<file path="config.mk">
export PLATFORM = sky130hd
export DESIGN_NAME = imm_gen_stage
export DESIGN_NICKNAME = d
export VERILOG_FILES = /design/src/rtl/imm_gen_stage.sv
export SDC_FILE = /design/constraint.sdc
export NUM_CORES = 1
export LEC_CHECK = 0
export ABC_AREA = 1
export BUFFER_PORTS_ARGS = -buffer_cell sky130_fd_sc_hd__buf_4
export CORE_AREA = 2 2 81 52
export DETAILED_ROUTE_END_ITERATION = 10
export DIE_AREA = 0 0 83 54
export PLACE_DENSITY = 0.81
export SLEW_MARGIN = 10
export SYNTH_ARGS = -nofsm -noshare
export SYNTH_HDL_FRONTEND = slang
export SYNTH_SLANG_ARGS = --single-unit
</file>
<file path="constraint.sdc">
create_clock -name clk -period 2.1 [get_ports clk]
set_clock_uncertainty 0.1 [all_clocks]
set_input_delay 0.42 -clock clk [delete_from_list [all_inputs] [get_ports clk]]
set_output_delay 0.42 -clock clk [all_outputs]
set_load 0.01 [all_outputs]
</file>
<file path="src/rtl/imm_gen_stage.sv">
// Immediate-operand producer for the 16-bit decode stage: classifies R/I6/I3 instructions,
// registers the controls and immediate, and folds an EXT prefix into the next I6 immediate.
module imm_gen_stage #(
    parameter int unsigned WIDTH    = 16,
    parameter int unsigned EXT_BITS = 10
) (
    input  logic             clk,
    input  logic             rst,
    input  logic             flush,
    input  logic             in_valid,
    output logic             in_ready,
    input  logic [WIDTH-1:0] instr_in,
    output logic             out_valid,
    input  logic             out_ready,
    output logic [WIDTH-1:0] instr_out,
    output logic             imm_Control_6,
    output logic             imm_Control_3,
    output logic [WIDTH-1:0] rs2ValueImm,
    output logic             prefix_drop
);

    typedef enum logic {
        NO_PREFIX,
        PREFIX_HELD
    } state_t;

    state_t              state, state_next;
    logic [EXT_BITS-1:0] prefix;
    logic                drop_next;

    logic [3:0]       opcode;
    logic             accept;
    logic             is_ext, is_i6, is_i3;
    logic             dec_c6, dec_c3;
    logic [WIDTH-1:0] dec_imm;

    assign opcode   = instr_in[WIDTH-1:WIDTH-4];
    assign in_ready = !out_valid || out_ready;
    assign accept   = in_valid && in_ready;
    assign is_ext   = (opcode == 4'hF);
    assign is_i6    = (opcode[3:2] == 2'b10);
    assign is_i3    = (opcode[3:2] == 2'b11) && !is_ext;

    always_comb begin
        dec_c6  = 1'b0;
        dec_c3  = 1'b0;
        dec_imm = '0;
        if (is_i6) begin
            dec_c6 = 1'b1;
            if (state == PREFIX_HELD)
                dec_imm = {prefix, instr_in[5:0]};
            else
                dec_imm = {{(WIDTH-6){instr_in[5]}}, instr_in[5:0]};
        end else if (is_i3) begin
            dec_c3  = 1'b1;
            dec_imm = {{(WIDTH-3){1'b0}}, instr_in[2:0]};
        end
    end

    // Any accepted non-I6 word while a prefix is held throws that prefix away.
    always_comb begin
        state_next = state;
        drop_next  = 1'b0;
        if (accept) begin
            case (state)
                NO_PREFIX: begin
                    if (is_ext)
                        state_next = PREFIX_HELD;
                end
                PREFIX_HELD: begin
                    if (is_ext) begin
                        drop_next = 1'b1;
                    end else begin
                        state_next = NO_PREFIX;
                        drop_next  = !is_i6;
                    end
                end
                default: state_next = NO_PREFIX;
            endcase
        end
    end

    always_ff @(posedge clk) begin
        if (rst) begin
            state         <= NO_PREFIX;
            prefix        <= '0;
            prefix_drop   <= 1'b0;
            out_valid     <= 1'b0;
            instr_out     <= '0;
            imm_Control_6 <= 1'b0;
            imm_Control_3 <= 1'b0;
            rs2ValueImm   <= '0;
        end else if (flush) begin
            state       <= NO_PREFIX;
            prefix_drop <= 1'b0;
            out_valid   <= 1'b0;
        end else begin
            state       <= state_next;
            prefix_drop <= drop_next;
            if (accept && is_ext) begin
                prefix <= instr_in[EXT_BITS-1:0];
                if (out_valid && out_ready)
                    out_valid <= 1'b0;
            end else if (accept) begin
                out_valid     <= 1'b1;
                instr_out     <= instr_in;
                imm_Control_6 <= dec_c6;
                imm_Control_3 <= dec_c3;
                rs2ValueImm   <= dec_imm;
            end else if (out_valid && out_ready) begin
                out_valid <= 1'b0;
            end
        end
    end

endmodule

</file>
==> results.cfg, run 1 <==
[global_routing]
antenna_found_initial = 0
grt_pass1_wl_mm = 7.20
track_usage_pct = 20.7
first_global_vias = 1580
grt_remaining_overflow = 0
grt_max_degree = 27

[synth]
ys_top_cells_by_count = nor2_1, dfxtp_1, nand2_1, o21ai_0, a21oi_1
yosysTopAreaCell = dfxtp_1
synthMuxAreaShare_pct = 0
synth_edf_count = 0
seq_area_frac_synth_pct = 48.1
yosysUniqueCellTypes = 24
synth_xor_xnor_area_share_pct = 0
synth-compound-area-share_pct = 18.4
syn-cell-area_um2 = 1960
synth-simple-area-share_pct = 24.2
synth_fa_ha_area_share_pct = 0
synthTopCellsByArea = dfxtp_1, nor2_1, o21ai_0, a21oi_1, nand2_1
ys.flop_type = dfxtp_1
yosysMostFrequentCell = nor2_1
avgSynthCellArea_um2 = 7.67
synth_top_family_by_area = simple AND/OR/NAND/NOR gates
syn_inst = 255
postSynth.asyncResetShare_pct = 0
syn_nets = 276
synth_top_area_share_pct = 48.1
synth_seq_cells = 47
synth-warning-count = 0

[layout]
area_growth_pct = 26.5
design_area_um2 = 2480
final_layout_size_suffix_gt1_share_pct = 26.2
fillers = 361
antenna_cells = 0
finalNetCount = 329

[sta]
tightest_slew_ns = 0.500
fin_crit_sh_pct = 70.7
finalCriticalPeriod_ns = 1.49
fin_setup_tns_ns = 0
drv_slew = 0
max_freq_mhz = 673
grt_setup_unrepaired = false
hold_violations = 0
relSlewSlack_pct = 66.6
worst_slack_ns = 0.615
whs_ns = 0.232
setup_viol = 0

[clocking]
numCtsBuffers = 5
cts-resized-gates = 0
clock_latency_ns = 0.30
clock_path_buffers = 2
cts_hold_buf = 0
cts_htree_levels = 2
cts_tree = built
cts_sinks = 47
post_cts_buffers = 0
clkSlewWorstSetupHoldPaths_ns = 0.09
ctsRootBufferMaster = clkbuf_8

[placed_design]
dpl.hpwl_mm = 3.14
io_buffers = 57
dp_slack_ns = 0.433
place_area_um2 = 2360
place_congestion = 0.857

[setup_path]
rrSetupSlack_ns = 0.61
critPathMaxFanout = 12
worstPathRequired_ns = 2.19
endpoint_kind = register
worstSetupPathType = register to register
cp-start-kind = register
cp.arrival_ns = 1.57

[floorplanning]
rows = 18
start_util_pct = 50.8
die_h_um = 54
die_x_um = 83
die-area_um2 = 4480
ios = 58
coreArea_um2 = 3850

[outcome]
status = completed

[routing]
wl_per_cell_um = 12.3
ant_nets = 0
drc_errors = 0
wl_mm = 4.41
via_per_inst = 4.96
num_vias = 1781
firstDrtPassIters = 4
drtIter0Drc = 99

[pwr]
p_per_area_nw_per_um2 = 747
ir_worst_vdd_uv = 468
p_leak_nw = 1.15
p_total_w = 0.00185

[hold_path]
min_path_type = input port to register

[job]
cap_violations = 0
[kinds of logic after synthesis]
kind of cell           Yosys count
buffers and inverters           30
flip-flops                      47
AO/OA/AOI/OAI                   71
AND/OR/NAND/NOR                107
[layout by cell type, fill, tap and decap left out, drive strengths merged]
master   n
nor2    64
buf     62
dfxtp   47
o21ai   43
nand2   38
a21oi   26
inv     14
clkbuf   6
a21boi   2
nand3    2
or2      1
nor4     1
nand4    1
bufinv   1
clkinv   1
[state kept, by name, summed over array words and instances (netlist names)]
signal	flops
rs2ValueImm	16
out_valid	1
prefix	10
instr_out	16
imm_Control_6	1
state	1
imm_Control_3	1
prefix_drop	1
[stage by stage]
| step | instances | util (%) |
|---|---|---|
| floorplan | 255 | - |
| global placement | 351 | 61.2 |
| detailed placement | 351 | 61.2 |
| CTS | 359 | 64.3 |
| global route | 359 | 64.3 |
| finish | 359 | 64.3 |
[metal layers]
| layer | share of wire [%] | track usage (%) | vias to the layer above |
|---|---|---|---|
| met5 | 0 | 0 | - |
| met1 | 49 | 27.2 | 791 |
| met4 | 1.2 | 9.84 | 0 |
| met2 | 42 | 31.9 | 58 |
| li1 | - | - | 927 |
| met3 | 8.0 | 5.98 | 5 |
[where the power goes]
group / internal [W] / switching [W] / leakage (nW)
clock network: 0.000385 / 0.000300 / 0.0612
logic: 0.0000990 / 0.000123 / 0.702
registers: 0.000925 / 0.0000180 / 0.383
[worst paths after layout]
path              depth (start not counted)           from              to
hold / removal                            3   instr_in[11]   instr_out[11]
hold reg to reg                           2  instr_out[13]   instr_out[13]
setup reg to reg                          5          state  rs2ValueImm[7]
setup / recovery                          5          state  rs2ValueImm[7]
[area by class of cell]
class                      count  area (um2)  share of cell area, %
clock buffer                   6        82.6                   3.34
timing repair buffer          62         465                   18.8
multi-input combinational    178         835                   33.7
sequential                    47         941                   38.0
inverter                      14        55.1                   2.22
tap                           50        62.6                   2.53
clock inverter                 2        35.0                   1.41
[critical path: stages (launching register included)]
cell	delay [ns]
dfxtp_1	0.57
inv_1	0.13
nand2_1	0.27
a21oi_1	0.13
nand2_1	0.10
a21oi_1	0.06
No activity file was read; power rests on OpenSTA's default activity.
==> run 2, diff against run 1 <==
Settings changed: CORE_AREA 2 2 81 52 to 2 2 88 56, DIE_AREA 0 0 83 54 to 0 0 90 58, PLACE_DENSITY 0.81 to 0.73.
Clock period 2.1 ns to 1.2 ns, I/O delays scaled along.
==> run 2 against run 1 <==
Against the previous run: global-route usage fell by 1.7 points; die area rose by 16%; sequential power is 75% higher; final cell count rose by 8.1%; worst setup slack got worse by 0.70 ns; hold slack worse by 0.18 ns; sequential share of layout area shrank 3.4 points; the flow now finishes with violations (negative setup slack); core utilization shrank 2.7 points.
==> results.cfg, run 2 (synthesized netlist as in run 1, its figures left out) <==
[floorplanning]
start_util_pct = 44.3
ios = 58
die_x_um = 90
rows = 19
die-area_um2 = 5220
coreArea_um2 = 4420
die_h_um = 58

[sta]
setup_viol = 30
worst_slack_ns = -0.0863
fin_crit_sh_pct = 107
tightest_slew_ns = 0.291
grt_setup_unrepaired = true
finalCriticalPeriod_ns = 1.29
relSlewSlack_pct = 80.6
drv_slew = 0
max_freq_mhz = 777
hold_violations = 0
fin_setup_tns_ns = -1.19

[routing]
wl_mm = 4.74
num_vias = 1834
drtIter0Drc = 82
ant_nets = 0
wl_per_cell_um = 12.2
via_per_inst = 4.73
drc_errors = 0
firstDrtPassIters = 4

[clocking]
cts_sinks = 47
ctsRootBufferMaster = clkbuf_8
cts_tree = built
cts_htree_levels = 2
clock_latency_ns = 0.30
clock_path_buffers = 2
clkSlewWorstSetupHoldPaths_ns = 0.09
numCtsBuffers = 5
cts_hold_buf = 0

[pwr]
ir_worst_vdd_uv = 681
p_per_area_nw_per_um2 = 1230
p_leak_nw = 1.25

[layout]
top_regs = instr_out (16), rs2ValueImm (16), prefix (10)
fin_util_pct = 61.6
layout_commonest_cell = buf_4
final_layout_size_suffix_gt1_share_pct = 34.8
final_cell_mix = buf_4, nor2_1, dfxtp_1
area_growth_pct = 39.2
finalNetCount = 345
design_area_um2 = 2720
final_cells = 388
antenna_cells = 0

[global_routing]
first_global_vias = 1723
grt_max_degree = 22
grt_remaining_overflow = 0
track_usage_pct = 18.9
grt_pass1_wl_mm = 7.88
antenna_found_initial = 0

[setup_path]
worstSetupPathType = register to register
rr_startpoint = out_valid
critPathMaxFanout = 13
worstRegToRegCells = 6
regToRegEndpoint = rs2ValueImm[6]
rrSetupSlack_ns = -0.09
endpoint_kind = register
endpoint = rs2ValueImm[6]
worstSetupStartpoint = out_valid
worstPathRequired_ns = 1.33
cp-start-kind = register
cp.arrival_ns = 1.42

[placed_design]
dp_slack_ns = -0.113
io_buffers = 57
dp_cells = 378
place_area_um2 = 2520
dpl.hpwl_mm = 3.47
place_congestion = 0.831

[outcome]
violations = negative setup slack
status = finished, violations left

[hold_path]
hold_path_depth = 3
min_path_type = input port to register

[job]
cap_violations = 0
## run 2: cell count changes in the layout (fill, tap and decap cells not counted), sizes merged
cell	delta
buf	+16
## run 2: cell type report
class	count	area, um2
multi-input combinational	178	882
fill	412	1700
clock buffer	6	82.6
timing repair buffer	78	646
inverter	14	57.6
sequential	47	942
tap	63	78.8
clock inverter	2	35.0
## run 2: worst min-delay path by stage
stage / start / to / slack, ns
after floorplan: in_valid / out_valid / 0.27
after global placement: instr_out[12] / instr_out[12] / 0.36
after detailed placement: instr_out[12] / instr_out[12] / 0.36
after CTS: instr_in[11] / instr_out[11] / 0.05
after global routing: instr_in[6] / prefix[6] / 0.06
final: instr_in[11] / instr_out[11] / 0.05
## run 2: worst max-delay path, cell delays in order (launching register included)
cell	delay, ns
dfxtp_2	0.34
nand2_4	0.08
nand3_4	0.12
nor2_8	0.21
buf_12	0.16
nand2_1	0.05
a21oi_1	0.15
## run 2: power breakdown
part	leakage (nW)	internal [W]	total [W]	switching, W
Sequential	0.383	0.00162	0.00165	0.0000327
Combinational	0.803	0.000228	0.000475	0.000247
Clock	0.0612	0.000674	0.00121	0.000537
Total	1.25	0.00252	0.00334	0.000817
## run 2: timing repair
item | CTS | global route
setup endpoints to repair | 36 | 48
buffers inserted | 1 | 0
pin swaps | 10 | 5
cloned | 1 | 0
gates resized for setup | 20 | 11
## run 2: layer usage
metal / wire, um / global-route usage [%] / up-vias
li1: - / - / 957
met1: 2420 / 26.5 / 827
met2: 2010 / 29.8 / 43
met3: 244 / 4.55 / 7
met4: 59 / 5.27 / 0
met5: 0 / 0 / -
## run 2: through the flow
| step | power, W | hold WS (ns) |
|---|---|---|
| finish | 0.00334 | 0.0526 |
| global route | 0.00347 | 0.0608 |
| CTS | 0.00336 | 0.0508 |
| detailed placement | 0.00213 | 0.363 |
| global placement | 0.00212 | 0.355 |
| floorplan | 0.00191 | 0.272 |
